### config.mk
export PLATFORM = sky130hd
export DESIGN_NAME = morse_timer_bank
export DESIGN_NICKNAME = d
export VERILOG_FILES = /design/src/rtl/morse_pkg.sv /design/src/rtl/morse_timeout_ctr.sv /design/src/rtl/morse_timer_bank.sv
export SDC_FILE = /design/constraint.sdc
export NUM_CORES = 1
export LEC_CHECK = 0
export ABC_AREA = 1
export ABC_CLOCK_PERIOD_IN_PS = 1300
export CAP_MARGIN = 10
export CORE_MARGIN = 2
export CORE_UTILIZATION = 56
export DETAILED_ROUTE_END_ITERATION = 16
export GPL_TIMING_DRIVEN = 0
export PLACE_DENSITY = 0.75
export SLEW_MARGIN = 0
export SYNTH_ARGS = -nofsm -noshare
export SYNTH_HDL_FRONTEND = slang
export SYNTH_SLANG_ARGS = --single-unit
### constraint.sdc
create_clock -name clk_100MHz -period 1.3 [get_ports clk_100MHz]
set_clock_uncertainty 0.05 [all_clocks]
set_input_delay 0.195 -clock clk_100MHz [delete_from_list [all_inputs] [get_ports clk_100MHz]]
set_output_delay 0.195 -clock clk_100MHz [all_outputs]
set_load 0.005 [all_outputs]
### src/rtl/morse_pkg.sv
// Shared types and constants for the Morse receive timer bank.
//   timer_state_t  : one-hot per-timer state
//   CLKS_PER_MS    : clk_100MHz cycles in one millisecond
//   DEFAULT_*      : default timer durations in 1 ms ticks
package morse_pkg;

   typedef enum logic [2:0] {
      IDLE    = 3'b001,
      RUN     = 3'b010,
      EXPIRED = 3'b100
   } timer_state_t;

   localparam int CLKS_PER_MS          = 100000;
   localparam int DEFAULT_BTN_TO_TICKS = 2000;
   localparam int DEFAULT_DASH_TICKS   = 200;
   localparam int DEFAULT_INTER_TICKS  = 600;
   localparam int DEFAULT_WORD_TICKS   = 1400;

   // True when value is representable in an unsigned field of width w.
   function automatic bit fits_width(input int value, input int w);
      return (value >> w) == 0;
   endfunction

endpackage

### src/rtl/morse_timeout_ctr.sv
// One restartable timeout timer. Counts tick pulses after a res pulse and
// raises a sticky done once LIMIT ticks have been consumed.
//   clk_100MHz : system clock
//   reset      : synchronous, active-high reset
//   tick       : one-cycle timebase pulse
//   res        : restart pulse (wins over tick and over expiry)
//   done       : registered, high while the timer is EXPIRED
//
// state   | meaning
// IDLE    | never started since reset, done = 0
// RUN     | counting ticks, count in 0..LIMIT-1
// EXPIRED | LIMIT ticks consumed, done = 1 until res or reset
module morse_timeout_ctr
   import morse_pkg::*;
#(
   parameter int LIMIT = DEFAULT_DASH_TICKS,
   parameter int CNT_W = 12
) (
   input  logic clk_100MHz,
   input  logic reset,
   input  logic tick,
   input  logic res,
   output logic done
);

   if (LIMIT < 1) begin : g_bad_limit
      $fatal(1, "morse_timeout_ctr: LIMIT must be >= 1");
   end
   if (!fits_width(LIMIT, CNT_W)) begin : g_bad_width
      $fatal(1, "morse_timeout_ctr: CNT_W too narrow for LIMIT");
   end

   localparam logic [CNT_W-1:0] LAST = CNT_W'(LIMIT - 1);

   timer_state_t     state_q, state_d;
   logic [CNT_W-1:0] cnt_q, cnt_d;
   logic             done_q, done_d;

   always_ff @(posedge clk_100MHz) begin
      if (reset) begin
         state_q <= IDLE;
         cnt_q   <= '0;
         done_q  <= 1'b0;
      end else begin
         state_q <= state_d;
         cnt_q   <= cnt_d;
         done_q  <= done_d;
      end
   end

   always_comb begin
      state_d = state_q;
      cnt_d   = cnt_q;
      if (res) begin
         // Restart discards any tick in the same cycle, including the expiring one.
         state_d = RUN;
         cnt_d   = '0;
      end else begin
         case (state_q)
            IDLE: ;
            RUN: begin
               if (tick) begin
                  // Count parks at LAST on expiry so it can never wrap.
                  if (cnt_q == LAST) state_d = EXPIRED;
                  else               cnt_d   = cnt_q + CNT_W'(1);
               end
            end
            EXPIRED: ;
            default: begin
               state_d = IDLE;
               cnt_d   = '0;
            end
         endcase
      end
      done_d = (state_d == EXPIRED);
   end

   assign done = done_q;

endmodule

### src/rtl/morse_timer_bank.sv
// Timeout timer bank feeding the Morse receive FSM. A free-running prescaler
// produces a 1 ms tick shared by four restartable timeout timers.
//   clk_100MHz   : system clock
//   reset        : synchronous, active-high reset
//   btn_to_res   : restart button-held timeout
//   dash_to_res  : restart dash threshold timer
//   inter_to_res : restart inter-character gap timer
//   word_to_res  : restart word gap timer
//   btn_to, dash_to, inter_to, word_to : sticky elapsed flags
//   tick_ms      : prescaler tick, one cycle wide
module morse_timer_bank
   import morse_pkg::*;
#(
   parameter int CLKS_PER_TICK = CLKS_PER_MS,
   parameter int BTN_TO_TICKS  = DEFAULT_BTN_TO_TICKS,
   parameter int DASH_TICKS    = DEFAULT_DASH_TICKS,
   parameter int INTER_TICKS   = DEFAULT_INTER_TICKS,
   parameter int WORD_TICKS    = DEFAULT_WORD_TICKS,
   parameter int CNT_W         = 12
) (
   input  logic clk_100MHz,
   input  logic reset,
   input  logic btn_to_res,
   input  logic dash_to_res,
   input  logic inter_to_res,
   input  logic word_to_res,
   output logic btn_to,
   output logic dash_to,
   output logic inter_to,
   output logic word_to,
   output logic tick_ms
);

   if (CLKS_PER_TICK < 2) begin : g_bad_clks
      $fatal(1, "morse_timer_bank: CLKS_PER_TICK must be >= 2");
   end
   if (BTN_TO_TICKS < 1 || DASH_TICKS < 1 || INTER_TICKS < 1 || WORD_TICKS < 1) begin : g_bad_ticks
      $fatal(1, "morse_timer_bank: every *_TICKS must be >= 1");
   end
   if (DASH_TICKS >= BTN_TO_TICKS) begin : g_bad_dash
      $fatal(1, "morse_timer_bank: DASH_TICKS must be < BTN_TO_TICKS");
   end
   if (INTER_TICKS >= WORD_TICKS) begin : g_bad_inter
      $fatal(1, "morse_timer_bank: INTER_TICKS must be < WORD_TICKS");
   end
   if (!fits_width(BTN_TO_TICKS, CNT_W) || !fits_width(DASH_TICKS, CNT_W) ||
       !fits_width(INTER_TICKS, CNT_W) || !fits_width(WORD_TICKS, CNT_W)) begin : g_bad_cnt_w
      $fatal(1, "morse_timer_bank: CNT_W too narrow for a *_TICKS value");
   end

   localparam int              PRE_W    = $clog2(CLKS_PER_TICK);
   localparam logic [PRE_W-1:0] PRE_LAST = PRE_W'(CLKS_PER_TICK - 1);

   logic [PRE_W-1:0] pre_q, pre_d;
   logic             tick_q, tick_d;

   always_ff @(posedge clk_100MHz) begin
      if (reset) begin
         pre_q  <= '0;
         tick_q <= 1'b0;
      end else begin
         pre_q  <= pre_d;
         tick_q <= tick_d;
      end
   end

   always_comb begin
      tick_d = (pre_q == PRE_LAST);
      pre_d  = tick_d ? '0 : pre_q + PRE_W'(1);
   end

   assign tick_ms = tick_q;

   morse_timeout_ctr #(.LIMIT(BTN_TO_TICKS), .CNT_W(CNT_W)) u_btn_to (
      .clk_100MHz (clk_100MHz),
      .reset      (reset),
      .tick       (tick_q),
      .res        (btn_to_res),
      .done       (btn_to)
   );

   morse_timeout_ctr #(.LIMIT(DASH_TICKS), .CNT_W(CNT_W)) u_dash_to (
      .clk_100MHz (clk_100MHz),
      .reset      (reset),
      .tick       (tick_q),
      .res        (dash_to_res),
      .done       (dash_to)
   );

   morse_timeout_ctr #(.LIMIT(INTER_TICKS), .CNT_W(CNT_W)) u_inter_to (
      .clk_100MHz (clk_100MHz),
      .reset      (reset),
      .tick       (tick_q),
      .res        (inter_to_res),
      .done       (inter_to)
   );

   morse_timeout_ctr #(.LIMIT(WORD_TICKS), .CNT_W(CNT_W)) u_word_to (
      .clk_100MHz (clk_100MHz),
      .reset      (reset),
      .tick       (tick_q),
      .res        (word_to_res),
      .done       (word_to)
   );

endmodule
==> flow_summary.ini, run 1 <==
[finish]
layout_common_cells = nand2_1, nor2_1, inv_1, dfxtp_1
layout-drive-gt1-share_pct = 38.20
mostFrequentLayoutCell = nand2_1
diodes = 0
area_growth_pct = 41.82
final_net_count = 815
stdcell_area_mm2 = 0.006466
fin_cells = 911

[placed_design]
placed_cell_area_mm2 = 0.004949
hpwl_um = 6966
placed_cells = 841
place.gp.congestion = 0.8817
numPortBuffers = 10

[power]
irDropWorstVdd_mv = 0.6045
power_w = 0.005103
p_per_area_mw_per_mm2 = 789.2
leakage_nw = 2.497

[critical_path]
cp-end-kind = register
cp.arrival_ps = 1760
path_max_fanout = 7
worst_setup_path_start_kind = register
critical_path_required_ps = 1530
crit_type = register to register

[drt]
drtIter0Drc = 344
wl_per_cell_um = 15.02
drc = 0
first_pass_iters = 4
dr_total_vias = 5080
wl_um = 13690
viasPerCell = 5.576
ant_nets = 0

[logic_synthesis]
synth_area_mm2 = 0.004559
ys_seq_area_share_pct = 36.00
synth_mux_area_share_pct = 0
syn_inst = 729
synth_compound_area_share_pct = 4.693
syn_area_per_cell_um2 = 6.254
synthXorXnorAreaFrac_pct = 2.113
synth_seq_cells = 82
synth_warnings = 0
yosysUniqueCellTypes = 31
yosys.area_share.simple_pct = 43.91
synth_top_family_by_area = simple AND/OR/NAND/NOR gates
synth_nets = 740
synthAdderAreaFrac_pct = 1.372

[sta]
tightest_slew_ps = 369.8
max_freq_ghz = 0.6505
whs_ps = 443.4
fin_setup_tns_ps = -9779
finalCritPeriodShare_pct = 118.2
finalSetupViolations = 75
rsz0062_at_grt = yes
finalMaxSlewViolations = 0
hold_viol_final = 0
maxSlewHeadroom_pct = 75.32
period_needed_ps = 1537
fin_ws_ps = -237.2

[global_route]
grt_pass1_vias = 4570
overflow = 0
grt_usage_pct = 26.57
antenna_found_initial = 0
grt_max_degree = 14
grt_first_pass_wirelength_um = 19240

[floorplanning]
rows = 32
fp.dieW_um = 94.23
dieArea_mm2 = 0.008879
ios = 11
fp.dieH_um = 94.23
core_mm2 = 0.007807
initial_core_util_pct = 58.40

[cts]
ctsHoldBuffers = 0
htreeDepth = 3
cts_buffer_depth = 2
cts-root-buf = clkbuf_8
clk_pin_slew_ps = 80
cts_made_buffers = 9
clock_latency_ps = 360
tritoncts = done
cts_sinks = 82

[run_status]
violations = setup timing
outcome = finished, violations left

[job]
max-cap-violations = 0

[min_path]
hp-class = input port to register
==> state kept, by name, indices dropped and copies added, names as in the netlist <==
name	count
pre_q	17
u_btn_to.cnt_q	12
u_dash_to.cnt_q	12
u_inter_to.cnt_q	12
u_word_to.cnt_q	12
u_btn_to.state_q	3
u_dash_to.state_q	3
u_inter_to.state_q	3
u_word_to.state_q	3
tick_ms	1
u_btn_to.done	1
u_dash_to.done	1
u_inter_to.done	1
u_word_to.done	1
==> worst paths after layout <==
check / depth (start not counted) / endpoint / slack (ps) / start
worst min-delay path: 4 / u_dash_to.state_q[0] / 440 / dash_to_res
worst max-delay path: 10 / u_inter_to.cnt_q[11] / -240 / u_inter_to.cnt_q[0]
worst min register to register: 2 / u_word_to.cnt_q[4] / 460 / u_word_to.cnt_q[4]
worst max register to register: 10 / u_inter_to.cnt_q[11] / -240 / u_inter_to.cnt_q[0]
==> power by group <==
part	total, W	switching [W]	internal (W)
Clock	0.00188	0.000942	0.000936
Combinational	0.000651	0.000431	0.000220
Sequential	0.00257	0.0000409	0.00253
==> metrics by stage <==
stage | util (%) | setup slack, ps
3_3_place_gp | 63.38 | -546.8
3_5_place_dp | 63.38 | -574.5
4_1_cts | 74.87 | -163.2
2_1_floorplan | - | -68.74
5_1_grt | 82.82 | -374.6
6_report | 82.82 | -237.2
==> what timing repair did <==
action	CTS	global route
resized for setup	126	139
buffers inserted	27	21
cloned	7	0
pin swaps	38	52
endpoints found under the setup margin	78	80
==> critical path, stage by stage, from the launching register on <==
cell     delay, ps
dfxtp_4        370
ha_4           130
nand2_2         60
inv_2           90
nand2_2         70
nor2_4         110
nand3_4        150
buf_6          180
nand4_1        100
nand2_1         80
nor2_1          90
==> Yosys cell counts <==
master    instances  area [um2]
nand2_1         192       720.7
nor2_1          132       495.5
inv_1           116       435.4
dfxtp_1          82        1642
nand3_1          74       370.4
a21oi_1          29       145.1
nand4_1          28       175.2
nor3_1           13       65.06
xor2_1            7       61.31
nor2_2            6       37.54
buf_6             5       56.30
ha_1              5       62.56
nand2_2           4       25.02
o21ai_0           4       20.02
xnor2_1           4       35.03
buf_4             3       22.52
inv_2             3       11.26
a31oi_1           2       12.51
buf_2             2       10.01
nand3_2           2       20.02
nand3_4           2       35.03
nor3_2            2       20.02
nor4_1            2       12.51
o21a_1            2       15.01
o21bai_1          2       15.01
and2_1            1       6.260
clkbuf_1          1       3.750
clkinv_1          1       3.750
nor2_4            1       11.26
nor3b_1           1       7.510
o22ai_1           1       6.260
==> logic make-up after synthesis <==
logic type	Yosys count
AOI/OAI and AO/OA	40
xor gates and xnor gates	11
adders and majority gates	5
buffers and inverters	131
DFF	82
and+or+nand+nor	460
==> routing by layer <==
| metal | routed length (um) | vias to the layer above | track usage, % |
|---|---|---|---|
| met3 | 741 | 48 | 4.655 |
| met2 | 7069 | 212 | 48.57 |
| met1 | 5422 | 2371 | 31.58 |
| li1 | - | 2449 | - |
| met5 | 0 | - | 0 |
| met4 | 451 | 0 | 7.850 |
==> layout make-up <==
cell class	instances	area, um2
Clock buffer	11	141.4
Tap cell	102	127.6
Buffer	11	133.9
Clock inverter	5	53.80
Sequential cell	82	1712
Timing Repair Buffer	63	570.5
Multi-Input combinational cell	517	3257
Inverter	120	470.5
Fill cell	483	1341
No activity file was read; power rests on OpenSTA's default activity.
==> run 2: changes to the inputs <==
--- a/config.mk
+++ b/config.mk
@@ -12,6 +12,7 @@
 export CORE_UTILIZATION = 56
 export DETAILED_ROUTE_END_ITERATION = 16
 export GPL_TIMING_DRIVEN = 0
+export HOLD_SLACK_MARGIN = 0.15
 export PLACE_DENSITY = 0.75
 export SLEW_MARGIN = 0
 export SYNTH_ARGS = -nofsm -noshare
==> results of run 2 <==
Same layout as run 1: the final DEF is identical, and so are final timing and power.
==> RTL edit (flow settings as in run 1) <==
Put a register stage on the output `btn_to`, with the module's reset. The value now appears one clock later. The other outputs are not delayed to match.
--- a/src/rtl/morse_timer_bank.sv
+++ b/src/rtl/morse_timer_bank.sv
@@ -30,6 +30,8 @@
    output logic word_to,
    output logic tick_ms
 );
+
+   logic btn_to_d;
 
    if (CLKS_PER_TICK < 2) begin : g_bad_clks
       $fatal(1, "morse_timer_bank: CLKS_PER_TICK must be >= 2");
@@ -76,7 +78,7 @@
       .reset      (reset),
       .tick       (tick_q),
       .res        (btn_to_res),
-      .done       (btn_to)
+      .done       (btn_to_d)
    );
 
    morse_timeout_ctr #(.LIMIT(DASH_TICKS), .CNT_W(CNT_W)) u_dash_to (
@@ -103,4 +105,12 @@
       .done       (word_to)
    );
 
+   always_ff @(posedge clk_100MHz) begin
+      if (reset) begin
+         btn_to <= '0;
+      end else begin
+         btn_to <= btn_to_d;
+      end
+   end
+
 endmodule
Check against the original RTL: no difference found for any inputs over 10 cycles, from zero or initial values and one cycle with reset high; that may be too few to reach the edited logic, so the function may still have changed.
==> RTL edit against run 1 <==
- the run still ends with setup timing left
- wire length decreased by 3.5%
- non-clock buffer count decreased by 5
- final area is 0.89% higher
- sequential cell count increased by 1
- area after synthesis is 1.8% higher
- critical path type unchanged
- largest cell class unchanged
- critical endpoint is now pre_q[15]
- power grew 3.5%
- worst setup slack improved by 4.0 ps
- via count fell by 1.6%
==> RTL edit: results (changes against run 1) <==
Clocking
  • Clock latency on the worst-skew pair: 370 ps
  • Reg clk slew, reported paths: 100 ps (+20 ps)
  • TritonCTS Buffers: 9 (unchanged)
  • Longest Clk Path Bufs: 2 (unchanged)
  • Root Buffer: clkbuf_8
  • H-tree lvl count: 3 (unchanged)

Place
  • Half-perimeter wire length after placement: 7120 um (+2.2%)
  • Dpl ws: -401 ps (+173 ps)
  • Gpl congestion: 0.876 (-0.61%)
  • PortBufs: 9 (-1)

Synthesis
  • Ys flop type: dfxtp_1
  • Ys async rst share: 0 (unchanged)
  • Sequential share of the synthesized area: 0.358 (-0.00209)
  • Mapped Nets: 746 (+0.81%)
  • Synth area leaders: dfxtp_1 (36%), nand2_1 (16%), nor2_1 (11%), nand3_1 (7.5%), inv_1 (6.5%)
  • Most frequent cells after synthesis: nand2_1 (194), nor2_1 (130), dfxtp_1 (83)
  • Synth Warn #: 0 (unchanged)
  • Yosys cell types: 32 (+3.2%)

Cells and area
  • Proportion of layout cells with a drive suffix above 1: 0.392 (+0.0101)
  • Max reg flops: 17 (unchanged)
  • Final net count: 813 (-0.25%)
  • Fill cell count: 521 (+7.9%)

Routing
  • Vias: 5000 (-1.6%)
  • Iter 0 DRT Violations: 314 (-8.7%)
  • DR pass1 iterations: 5 (+1)
  • Routed length per instance: 14.5 um (-3.5%)

Timing
  • Hold_ws: 148 ps (-296 ps)
  • Setup Viol. Count Final: 76 (+1.3%)
  • Worst-Margin Slew: 636 ps (+266 ps)
  • Final worst setup slack: -233 ps (+4.00 ps)

Hold path
  • Hold Crit Start: reset
  • Hold Path Depth: 2 (-2)
  • Hold path endpoint: u_btn_to.state_q[2]
  • HP Class: input port to flop

Worst setup path
  • Max Fanout on Critical Path: 5 (-2)
  • Critical Path AT: 1750 ps
  • R2r startpoint: pre_q[12]
  • Reg2Reg Depth: 7 (-3)
  • Worst r2r dst: pre_q[15]
  • Launch point of the worst path: pre_q[12]

Global route
  • Overall Global Routing Usage: 0.262 (-0.00402)
  • Number of global-route vias before repair: 4508 (-1.4%)
  • Largest net degree at the start of global routing: 16 (+2)
  • First-pass GRT wire length: 19000 um (-1.1%)

Run status
  • Status: complete, but fails checks
  • Failing checks: setup timing

Power and ir drop
  • VDD IR max: 0.000601 V (-0.50%)
  • Sw Ratio: 0.295 (+0.0179)
  • Pleak: 2.52 nW (+0.87%)
RTL edit: changes by cell type after synthesis, sizes merged, moves of 2 or more:
cell | run 1 | this run
clkinv | 1 | 16
inv | 119 | 104
buf | 10 | 14
nand2 | 196 | 199
nor3 | 15 | 17
nor4 | 2 | 0
o21a | 2 | 0
RTL edit: what timing repair did:
item	CTS	global route
gates resized for setup	102	153
endpoints found under the setup margin	80	77
pin swaps	39	52
gates cloned	6	1
buffers inserted	25	15
RTL edit: worst max-delay path by stage:
| stage | endpoint | depth (start not counted) |
|---|---|---|
| 5_1_grt | u_word_to.cnt_q[1] | 8 |
| 6_report | pre_q[15] | 7 |
| 3_5_place_dp | u_btn_to.cnt_q[11] | 6 |
| 3_3_place_gp | u_btn_to.cnt_q[6] | 6 |
| 2_1_floorplan | u_word_to.cnt_q[5] | 10 |
| 4_1_cts | u_dash_to.done | 10 |
RTL edit: cell families (layout without fill, tap and decap cells):
family                   after synthesis  in the layout  share of synthesized area
flip-flops                            83             83                      0.358
buffers and inverters                134            204                      0.117
AO/OA/AOI/OAI                         37             37                     0.0442
adder cells (fa/ha/maj)                5              5                     0.0135
XOR/XNOR                              11             11                     0.0208
AND/OR/NAND/NOR                      465            466                      0.447
RTL edit: layout make-up:
class	instances	area share
clock inverters	6	0.0111
repair buffers	55	0.0815
clock buffers	9	0.0190
multi-input cells	519	0.509
inverters	120	0.0725
well taps	105	0.0201
flip-flops and latches	83	0.264
plain buffers	14	0.0222
RTL edit: through the flow:
step | utilization | power, mW | instances | setup TNS, ps | instance area (um^2)
after global routing | 0.802 | 5.45 | 911 | -15300 | 6520
final | 0.802 | 5.28 | 911 | -10030 | 6520
after CTS | 0.717 | 5.11 | 895 | -5820 | 5830
after floorplan | - | 3.03 | 735 | -633 | 4830
after global placement | 0.621 | 3.14 | 849 | -10630 | 5050
after detailed placement | 0.621 | 3.15 | 849 | -12590 | 5050
RTL edit: power by group through the flow:
stage / sequential (mW) / combinational (mW) / clock, mW
finish: 2.61 / 0.739 / 1.93
global route: 2.62 / 0.792 / 2.04
CTS: 2.62 / 0.566 / 1.93
detailed placement: 2.68 / 0.474 / 0
global placement: 2.68 / 0.465 / 0
floorplan: 2.67 / 0.356 / 0
RTL edit: routing by layer:
layer | vias to the layer above | GRT usage | wire [um]
met2 | 153 | 0.486 | 7030
met1 | 2366 | 0.301 | 5340
met5 | - | 0 | 0
li1 | 2445 | - | -
met3 | 36 | 0.0593 | 542
met4 | 0 | 0.0700 | 297
RTL edit: critical path: stages (launching register included):
cell     delay, ps
dfxtp_1        430
nand2_1        130
nor3_1         350
nand2_1        140
o21ai_1        140
nand2_1         80
nand2_2         70
inv_2           30
